[src/rtl/offchip_lane_buffer.sv]
// Lane-interleaving split/reassemble path: words -> LINK_W beats -> circular beat buffer -> words.
// Define OFFCHIP_LANE_PARITY_EN to store an even-parity bit per beat and flag mismatches on pop.
module offchip_lane_buffer #(
    parameter int DATA_W = 64,
    parameter int LINK_W = 32,
    parameter int DEPTH  = 8
) (
    input  logic                     clk,
    input  logic                     rst,
    input  logic [DATA_W-1:0]        data_in,
    input  logic                     valid_in,
    output logic                     ready_in,
    output logic [DATA_W-1:0]        data_out,
    output logic                     valid_out,
    input  logic                     ready_out,
    output logic [$clog2(DEPTH):0]   level,
    output logic                     parity_err
);
    localparam int NBEATS = DATA_W / LINK_W;
    localparam int H      = LINK_W / 2;
    localparam int AW     = $clog2(DEPTH);
    localparam int PW     = AW + 1;
    localparam int BW     = (NBEATS > 1) ? $clog2(NBEATS) : 1;
    localparam int LAST   = NBEATS - 1;
`ifdef OFFCHIP_LANE_PARITY_EN
    localparam int MW     = LINK_W + 1;
`else
    localparam int MW     = LINK_W;
`endif

    // S_IDLE: no word held | S_SPLIT: writing beat bidx_q of word_q
    typedef enum logic {S_IDLE, S_SPLIT} wstate_t;

    wstate_t             state_q, state_d;
    logic [DATA_W-1:0]   word_q, word_d;
    logic [BW-1:0]       bidx_q, bidx_d;
    logic [PW-1:0]       wptr_q, rptr_q, credits_q;
    logic [BW-1:0]       gidx_q;
    logic [LINK_W-1:0]   gather_q [NBEATS-1];
    logic [DATA_W-1:0]   dout_q;
    logic                vout_q;
    logic [MW-1:0]       mem_q [DEPTH];

    logic                accept, wr_en, pop, gather_last, load_out, last_beat;
    logic [LINK_W-1:0]   beat_w, rd_beat;
    logic [MW-1:0]       wr_word, rd_word;
    logic [DATA_W-1:0]   assembled;

    assign last_beat = (bidx_q == BW'(LAST));
    assign ready_in  = (credits_q >= PW'(NBEATS)) && (state_q == S_IDLE || last_beat) && !rst;
    assign accept    = valid_in && ready_in;

    always_comb begin
        state_d = state_q;
        word_d  = word_q;
        bidx_d  = bidx_q;
        wr_en   = 1'b0;
        case (state_q)
            S_IDLE: begin
                if (accept) begin
                    state_d = S_SPLIT;
                    word_d  = data_in;
                    bidx_d  = '0;
                end
            end
            S_SPLIT: begin
                wr_en = 1'b1;
                if (!last_beat) begin
                    bidx_d = bidx_q + BW'(1);
                end else if (accept) begin
                    word_d = data_in;
                    bidx_d = '0;
                end else begin
                    state_d = S_IDLE;
                end
            end
            default: state_d = S_IDLE;
        endcase
    end

    always_comb beat_w = {word_q[DATA_W/2 + int'(bidx_q)*H +: H], word_q[int'(bidx_q)*H +: H]};

`ifdef OFFCHIP_LANE_PARITY_EN
    assign wr_word = {^beat_w, beat_w};
`else
    assign wr_word = beat_w;
`endif

    assign rd_word     = mem_q[rptr_q[AW-1:0]];
    assign rd_beat     = rd_word[LINK_W-1:0];
    assign level       = wptr_q - rptr_q;
    assign gather_last = (gidx_q == BW'(LAST));
    // The final beat may only leave the buffer when the output register can take the word.
    assign pop         = (level != '0) && (!gather_last || !vout_q || ready_out);
    assign load_out    = pop && gather_last;

    always_comb begin
        assembled = '0;
        for (int k = 0; k < LAST; k++) begin
            assembled[DATA_W/2 + k*H +: H] = gather_q[k][LINK_W-1:H];
            assembled[k*H +: H]            = gather_q[k][H-1:0];
        end
        assembled[DATA_W/2 + LAST*H +: H] = rd_beat[LINK_W-1:H];
        assembled[LAST*H +: H]            = rd_beat[H-1:0];
    end

    always_ff @(posedge clk) begin
        if (wr_en) mem_q[wptr_q[AW-1:0]] <= wr_word;
    end

    always_ff @(posedge clk or posedge rst) begin
        if (rst) begin
            state_q   <= S_IDLE;
            word_q    <= '0;
            bidx_q    <= '0;
            wptr_q    <= '0;
            rptr_q    <= '0;
            credits_q <= PW'(DEPTH);
            gidx_q    <= '0;
            for (int k = 0; k < LAST; k++) gather_q[k] <= '0;
            dout_q    <= '0;
            vout_q    <= 1'b0;
        end else begin
            state_q   <= state_d;
            word_q    <= word_d;
            bidx_q    <= bidx_d;
            credits_q <= credits_q + PW'(pop) - (accept ? PW'(NBEATS) : PW'(0));
            if (wr_en) wptr_q <= wptr_q + PW'(1);
            if (pop) begin
                rptr_q <= rptr_q + PW'(1);
                gidx_q <= gather_last ? '0 : gidx_q + BW'(1);
            end
            for (int k = 0; k < LAST; k++) begin
                if (pop && gidx_q == BW'(k)) gather_q[k] <= rd_beat;
            end
            if (load_out) begin
                dout_q <= assembled;
                vout_q <= 1'b1;
            end else if (ready_out) begin
                vout_q <= 1'b0;
            end
        end
    end

    assign data_out  = dout_q;
    assign valid_out = vout_q;

`ifdef OFFCHIP_LANE_PARITY_EN
    logic perr_q;
    always_ff @(posedge clk or posedge rst) begin
        if (rst)                    perr_q <= 1'b0;
        else if (pop && ^rd_word)   perr_q <= 1'b1;
    end
    assign parity_err = perr_q;
`else
    assign parity_err = 1'b0;
`endif

endmodule
[config.mk]
export PLATFORM = sky130hd
export DESIGN_NAME = offchip_lane_buffer
export DESIGN_NICKNAME = d
export VERILOG_FILES = /design/src/rtl/offchip_lane_buffer.sv
export SDC_FILE = /design/constraint.sdc
export NUM_CORES = 1
export LEC_CHECK = 0
export ABC_CLOCK_PERIOD_IN_PS = 6350
export CAP_MARGIN = 5
export CORE_UTILIZATION = 58
export CTS_CLUSTER_DIAMETER = 40
export CTS_CLUSTER_SIZE = 12
export DETAILED_ROUTE_END_ITERATION = 8
export PLACE_DENSITY = 0.8
export SLEW_MARGIN = 15
export SYNTH_ARGS = -nofsm -noshare
export SYNTH_HDL_FRONTEND = slang
export SYNTH_SLANG_ARGS = --single-unit
export TNS_END_PERCENT = 10
[constraint.sdc]
create_clock -name clk -period 6.35 [get_ports clk]
set_input_delay 0.635 -clock clk [delete_from_list [all_inputs] [get_ports clk]]
set_output_delay 0.635 -clock clk [all_outputs]
set_load 0.01 [all_outputs]
==> impl_metrics.toml <==
[run_status]
status = "completed"

[clock_network]
clkTransAtPathRegs_ps = 60
clockRootBuffer = "clkbuf_16"
cts_max_path_buffers = 3
post-cts-setup-buffers = 0
cts_buffers = 49
postCtsHoldBufs = 0
htree_levels = 2
post_cts_resized = 0
clock_sinks = 432
cts_tree = "yes"
insertion_delay_ps = 550

[floorplanning]
start_util_pct = 59.13
dieArea_um2 = 30110
die_h_um = 173.5
core_area_um2 = 28860
row_count = 62
die_w_um = 173.5
num_io_pins = 139

[placement]
dp_hpwl_um = 18580
gp_congestion = 0.7386
io_buffers = 137

[cells_and_area]
postLayoutCoreUtil_pct = 70.31
register_area_um2 = 12100
syn_to_final_growth_pct = 18.92
drive_gt1_share_pct = 32.35
multi_input_area_um2 = 4633
n_antenna_cell = 0
fillers = 1808
fin_nets = 1153

[worst_setup_path]
cp_top_family = "buffers and inverters"
cp_num_buf_inv = 3
start_kind = "register"
cp.arrival_ps = 3250
critical_path_class = "register to primary output"
critPathCaptureType = "primary output"
critPathRequiredTime_ps = 5710
cp_slowest_cell = "clkdlybuf4s50_1"
path_cells = "buf_4 -> clkinv_1 -> ha_1 -> and3b_1 -> or3_1 -> nand2_1 -> clkdlybuf4s50_1"
cp_max_fo = 34
max_stage_delay_ps = 580

[global_route]
grt_pass1_wl_um = 50290
grt.overflow.total = 0
antenna_found_initial = 0
first_global_vias = 8763
grt_max_degree = 119
grt.total_usage_pct = 21.85

[power]
leakage_nw = 7.632
powerDensity_nw_per_um2 = 562.0
irDropWorstVdd_mv = 0.3758
power_mw = 11.40

[sta]
setup_viol = 0
period_needed_ps = 3881
worst_pin_slew_ps = 1139
hold_viol = 0
setup_tns_ps = 0
skew_ps = 14.32
slew_viol_final = 0
period_share_pct = 61.11
timing.fmax_mhz = 257.7
relSlewSlack_pct = 23.67
rsz0062_at_grt = "no"

[synth]
async_reset_ff_share_pct = 40.74
yosysSeqAreaShare_pct = 70.87
synth_top_area_cell = "edfxtp_1"
synthesis.nets = 994
synth-edff-count = 256
synth_cell_type_count = 43
syn_avg_cell_area_um2 = 18.65
ys_seq_elements = 432
synthFlopType = "edfxtp_1"
netlist.area_leader.share_pct = 45.05
synth.cell_area_um2 = 17060
syn-instance-count = 915
synth-warning-count = 0
synth.top_cells.by_count = "256 x edfxtp_1, 175 x dfrtp_1, 155 x mux2_2, 105 x nand2_1, 64 x mux4_2"
synth_area_leaders = "edfxtp_1 45%, dfrtp_1 26%, mux2_2 10%, mux4_2 8.4%, mux2_4 2.6%"
yosysMostFrequentCell = "edfxtp_1"

[routing]
wl_per_cell_um = 20.79
drtAntennaViolNets = 0
firstDrtPassIters = 4
drt_wl_total_um = 31120
num_vias = 8374
drtIter0Drc = 710
via_per_inst = 5.594
drc = 0

[hold_path]
hold_class = "register to register"

[flow_run]
maxCapViolCount = 0
[registers in the layout, summed over array words and instances, names as in the netlist, 4 cells and up]
register and cells:
credits_q 4, data_out 64, gather_q 32, mem_q 256
rptr_q 4, word_q 64, wptr_q 4
[metal layers]
metal  wire, um  track usage, %  part of all wire (%)  vias to the layer above
li1           -               -                     -                     3771
met3       1931           4.298                   6.2                       57
met2      14320           33.15                    46                      289
met5          0               0                     0                        -
met4        638           6.268                   2.1                        0
met1      14220           32.64                    46                     4257
[placed cells by master, fill, tap and decap left out, drive strengths merged, types with 2 or more instances in the layout]
| cell type | n |
|---|---|
| xor2 | 3 |
| edfxtp | 256 |
| nand2b | 3 |
| clkbuf | 72 |
| and2 | 2 |
| buf | 17 |
| o21ai | 3 |
| a21o | 2 |
| nor3 | 3 |
| or2 | 2 |
| ha | 10 |
| a21oi | 2 |
| clkinvlp | 2 |
| mux2 | 193 |
| dfrtp | 175 |
| clkinv | 12 |
| xnor2 | 6 |
| a31oi | 3 |
| clkdlybuf4s50 | 137 |
| inv | 21 |
| nor2 | 8 |
| mux4 | 64 |
| nand2 | 105 |
[where the power goes]
group,total [mW],switching (mW),internal (mW)
sequential,4.62,0.409,4.21
combinational,4.19,2.03,2.15
clock,2.59,1.07,1.52
total,11.4,3.52,7.89
[logic make-up after synthesis]
| kind of cell | Yosys count | synth area share [%] |
|---|---|---|
| adder cells (fa/ha/maj) | 11 | 0.8506 |
| multiplexers | 257 | 21.84 |
| other | 1 | 0.02198 |
| XOR/XNOR | 9 | 0.4620 |
| AO/OA/AOI/OAI | 14 | 0.7846 |
| AND/OR/NAND/NOR | 128 | 3.036 |
| buffers and inverters | 63 | 2.127 |
| flip-flops | 432 | 70.87 |
[through the flow]
step,setup slack [ps],hold WS [ps],instance area (um^2),instances
after floorplan,943.1,455.7,17060,915
after global placement,2858,463.5,18780,1407
after detailed placement,2789,475.6,18780,1407
after CTS,2460,488.1,20290,1497
after global routing,2278,513.9,20290,1497
final,2469,483.6,20290,1497
[layout make-up]
class / count / share of cell area [%]
sequential: 432 / 59.62
multi-input combinational: 420 / 22.83
timing repair buffer: 154 / 7.387
clock buffer: 72 / 6.820
tap: 384 / 2.368
clock inverter: 18 / 0.6166
inverter: 17 / 0.3515
[path summary, 6_finish.rpt]
check,from,to,slack [ps],depth (start not counted)
worst min register to register,data_out[0]$_DFFE_PP0P_,data_out[0]$_DFFE_PP0P_,480,1
worst min-delay path,data_out[0]$_DFFE_PP0P_,data_out[0]$_DFFE_PP0P_,480,1
worst max-delay path,rptr_q[2]$_DFFE_PP0N_,level[3],2470,7
max in group asynchronous,rst,gather_q[13]$_DFFE_PP0P_,4330,3
min in group asynchronous,rst,word_q[13]$_DFFE_PP0P_,730,2
worst max register to register,rptr_q[2]$_DFFE_PP0N_,data_out[57]$_DFFE_PP0P_,2780,8
No activity file was read; power rests on OpenSTA's default activity.
==> RTL change 1: new RTL, same flow settings <==
`DATA_W`: 64 -> 128.
--- a/src/rtl/offchip_lane_buffer.sv
+++ b/src/rtl/offchip_lane_buffer.sv
@@ -2,5 +2,5 @@
 // Define OFFCHIP_LANE_PARITY_EN to store an even-parity bit per beat and flag mismatches on pop.
 module offchip_lane_buffer #(
-    parameter int DATA_W = 64,
+    parameter int DATA_W = 128,
     parameter int LINK_W = 32,
     parameter int DEPTH  = 8
Ports: changed (resized data_in and data_out); port bits go from 139 to 267. No check against the original RTL was run, so the function may have changed too.
==> RTL change 1 against the original RTL <==
  * Total power is 67% higher
  * Setup slack better by 0.049 ns
  * Maximum frequency increased by 1.3%
  * Final area rose by 53%
  * Synthesized cell count up 39%
  * Clock skew grew 0.0085 ns
  * Global-route usage is 1.2 points higher
  * Area after synthesis up 47%
  * Cell count is 48% higher
  * Largest power group unchanged
  * Sequential cell count grew 194
  * Routed wire length grew 56%
==> RTL change 1: results (changes against the original RTL) <==
[outcome]
status = finished clean  ; unchanged

[sta]
worst_pin_slew_ns = 1.170  ; was 1.139 ns
period_minus_slack_ns = 3.831  ; was 3.881 ns
skew_ns = 0.02280  ; was 0.01432 ns

[placement]
pre_cts_ws_ns = 2.426  ; was 2.789 ns
placed_area_mm2 = 0.02830  ; was 0.01878 mm^2
gp_congestion = 0.7388  ; was 0.7386

[logic_synthesis]
synth_compound_area_frac = 0.007914  ; was 0.007846
synth_mux_area_frac = 0.2743  ; was 0.2184
synth_xor_area_frac = 0.003484  ; was 0.004620
ys_seq_area_frac = 0.6742  ; was 0.7087
syn_avg_cell_area_um2 = 19.78  ; was 18.65 um^2
synth_area_leaders = dfrtp_1 37%, edfxtp_1 31%, mux2_2 12%  ; was edfxtp_1 45%, dfrtp_1 26%, mux2_2 10%
synth_fa_ha_area_frac = 0.008760  ; was 0.008506
syn_area_mm2 = 0.02514  ; was 0.01706 mm^2
synth_common_cells = 369 x dfrtp_1, 266 x mux2_2, 256 x edfxtp_1  ; was 256 x edfxtp_1, 175 x dfrtp_1, 155 x mux2_2
async_flop_share = 0.5911  ; was 0.4074

[finish]
buffers = 289  ; was 154
drive_gt1_frac = 0.3927  ; was 0.3235
nets = 1724  ; was 1153
sh_seq_area = 0.5460  ; was 0.5962
signal_buffer_area_fraction = 0.09389  ; was 0.07387
nFillCells = 2496  ; was 1808
layout.cells.non_filler = 2214  ; was 1497
nNonClkInverters = 15  ; was 17
n_sequential_cell = 626  ; was 432
n_clock_buffer = 97  ; was 72
diodes = 2  ; was 0
clock_area_frac = 0.08752  ; was 0.07437

[pwr]
switching_share = 0.3044  ; was 0.3083
cellLeakagePower_nw = 12.03  ; was 7.632 nW
comb-power_mw = 7.17  ; was 4.19 mW
ir_drop_mv = 0.3144  ; was 0.3758 mV
power_density_mw_per_mm2 = 612.0  ; was 562.0 mW/mm^2
power_mw = 19.00  ; was 11.40 mW

[routing]
wl_met1_um = 21840  ; was 14220 um
wire_per_inst_um = 21.96  ; was 20.79 um
drtIter0Drc = 712  ; was 710
wl_met3_um = 2987  ; was 1931 um
wl_met2_um = 22890  ; was 14320 um
dr.pass1.iters = 5  ; was 4
via_count = 12449  ; was 8374

[grt]
grt_pass1_vias = 13238  ; was 8763
grt_use_total = 0.2307  ; was 0.2185
grt_pass1_wl_um = 77040  ; was 50290 um
grt_max_degree = 182  ; was 119
grt_use_met1 = 0.3330  ; was 0.3264
use_met3 = 0.05632  ; was 0.04298

[critical_path]
setup.worst_path.end = data_out[9]$_DFFE_PP0P_  ; was level[3]
slowest_delay_ns = 0.96  ; was 0.58 ns
r2r_slack_ns = 2.52  ; was 2.78 ns
crit_fanout = 37  ; was 34
crit_slowest_cell = a31oi_4  ; was clkdlybuf4s50_1

[clock_tree]
clk_latency_ns = 0.60  ; was 0.55 ns
numCtsBuffers = 79  ; was 49

[hold_path]
hold_path_class = primary input to async pin  ; was register to register

-- RTL change 1: changes by cell type in the layout (fill, tap and decap cells not counted), sizes merged, moves of 3 or more --
cell	delta
a31oi	+4
buf	+7
bufinv	+10
clkbuf	+25
clkdlybuf4s50	+128
clkinv	+8
clkinvlp	+5
dfrtp	+194
ha	+6
mux2	+194
mux4	+32
nand2	-96
xor2	+3
-- RTL change 1: worst min path at each step --
stage | from | to | slack [ns] | depth (start not counted)
final | rst | word_q[4]$_DFFE_PP0P_ | 0.40 | 2
after detailed placement | data_out[2]$_DFFE_PP0P_ | data_out[2]$_DFFE_PP0P_ | 0.48 | 1
after CTS | rst | word_q[2]$_DFFE_PP0P_ | 0.38 | 2
after floorplan | credits_q[0]$_DFF_PP0_ | credits_q[0]$_DFF_PP0_ | 0.46 | 1
after global routing | rst | word_q[35]$_DFFE_PP0P_ | 0.42 | 2
after global placement | credits_q[0]$_DFF_PP0_ | credits_q[0]$_DFF_PP0_ | 0.46 | 1
==> RTL change 2: new RTL, same flow settings <==
Without the edit above. `word_q` no longer has a reset.
--- a/src/rtl/offchip_lane_buffer.sv
+++ b/src/rtl/offchip_lane_buffer.sv
@@ -112,5 +112,4 @@
         if (rst) begin
             state_q   <= S_IDLE;
-            word_q    <= '0;
             bidx_q    <= '0;
             wptr_q    <= '0;
@@ -123,5 +122,4 @@
         end else begin
             state_q   <= state_d;
-            word_q    <= word_d;
             bidx_q    <= bidx_d;
             credits_q <= credits_q + PW'(pop) - (accept ? PW'(NBEATS) : PW'(0));
@@ -143,4 +141,8 @@
     end
 
+    always_ff @(posedge clk) begin
+        word_q <= word_d;
+    end
+
     assign data_out  = dout_q;
     assign valid_out = vout_q;
Formal check against the unedited RTL: same outputs for any inputs over 4 cycles, from zero or initial values and one cycle with rst high; that may be too few to reach the edited logic, so the function may still have changed.
==> RTL change 2 against the original RTL <==
  * Sequential cell count unchanged
  * Setup slack improved by 0.24 ns
  * Final area fell by 1.8%
  * Area after synthesis is 2.5% lower
  * Die area is 2.5% lower
  * Total power is 6.3% lower
  * Routed wire length up 1.0%
  * Critical path depth stayed put
  * Sequential power is 8.0% lower
==> RTL change 2: results (changes against the original RTL) <==
[pwr]
cellLeakagePower_nw = 7.260  ; was 7.632 nW
ir_drop_mv = 0.3261  ; was 0.3758 mV
switching_share = 0.3016  ; was 0.3083

[grt]
grt_use_met1 = 0.3159  ; was 0.3264
grtUsageMet2 = 0.3544  ; was 0.3315
grt_use_total = 0.2253  ; was 0.2185
use_met3 = 0.05361  ; was 0.04298
grt_pass1_vias = 8281  ; was 8763
antenna_found_initial = 0  ; unchanged
grt_pass1_wl_um = 48220  ; was 50290 um
grt_max_degree = 80  ; was 119

[hold_path]
hold_path_class = primary input to async pin  ; was register to register

[placement]
gp_congestion = 0.7626  ; was 0.7386
dp_hpwl_um = 17470  ; was 18580 um
placed_area_mm2 = 0.01839  ; was 0.01878 mm^2

[routing]
wire_per_inst_um = 22.14  ; was 20.79 um
wl_met2_um = 15040  ; was 14320 um
drtIter0Drc = 693  ; was 710
wl_met1_um = 13060  ; was 14220 um
via_count = 8074  ; was 8374
wl_met3_um = 2719  ; was 1931 um
viasPerCell = 5.686  ; was 5.594

[sta]
fin_hold_ws_ns = 0.4900  ; was 0.4836 ns
skew_ns = 0.01434  ; was 0.01432 ns
worst_pin_slew_ns = 1.118  ; was 1.139 ns
min_period_over_period = 0.5728  ; was 0.6111

[critical_path]
crit_fanout = 68  ; was 34
crit_slowest_cell = buf_4  ; was clkdlybuf4s50_1
critPathLaunch = rptr_q[1]$_DFFE_PP0N_  ; was rptr_q[2]$_DFFE_PP0N_
slowest_delay_ns = 0.77  ; was 0.58 ns
critPathArrivalTime_ns = 4.05  ; was 3.25 ns
rr_worst_depth = 7  ; was 8
r2r-end = data_out[24]$_DFFE_PP0P_  ; was data_out[57]$_DFFE_PP0P_
r2r_slack_ns = 2.71  ; was 2.78 ns

[finish]
nFillCells = 1644  ; was 1808
nets = 1089  ; was 1153
drive_gt1_frac = 0.2821  ; was 0.3235

[logic_synthesis]
synth_nets = 922  ; was 994
synthCells = 843  ; was 915
synth_edf_count = 320  ; was 256
async_flop_share = 0.2593  ; was 0.4074
synth_area_leaders = edfxtp_1 58%, dfrtp_1 17%, mux4_2 8.7%  ; was edfxtp_1 45%, dfrtp_1 26%, mux2_2 10%
synth_cell_type_count = 41  ; was 43
ys_seq_area_frac = 0.7462  ; was 0.7087

[outcome]
status = finished clean  ; unchanged

## RTL change 2: logic make-up after synthesis
logic type	Yosys count	synth area share
buf+inv	55	0.01910
flops	432	0.7462
mux	193	0.1825
xor+xnor	9	0.004739
compound gates	14	0.007446
other cells	1	0.0002254
simple gates	128	0.03099
fa+ha+maj	11	0.008725
## RTL change 2: power groups by stage
stage	registers (mW)	logic, mW	clock network (mW)
after floorplan	4.26	2.61	0
after global placement	4.26	3.65	0
after detailed placement	4.29	3.76	0
after CTS	4.25	3.80	2.72
after global routing	4.31	4.06	2.83
final	4.25	3.76	2.68
## RTL change 2: cell type report
cell class                      instances  area (um^2)  share of cell area
Sequential cell                       432        12420              0.6232
Multi-Input combinational cell        356         3935              0.1975
Timing Repair Buffer                  154         1499             0.07522
Clock buffer                           61         1313             0.06586
Tap cell                              378        473.0             0.02373
Clock inverter                         22        224.0             0.01124
Inverter                               17        66.31            0.003328
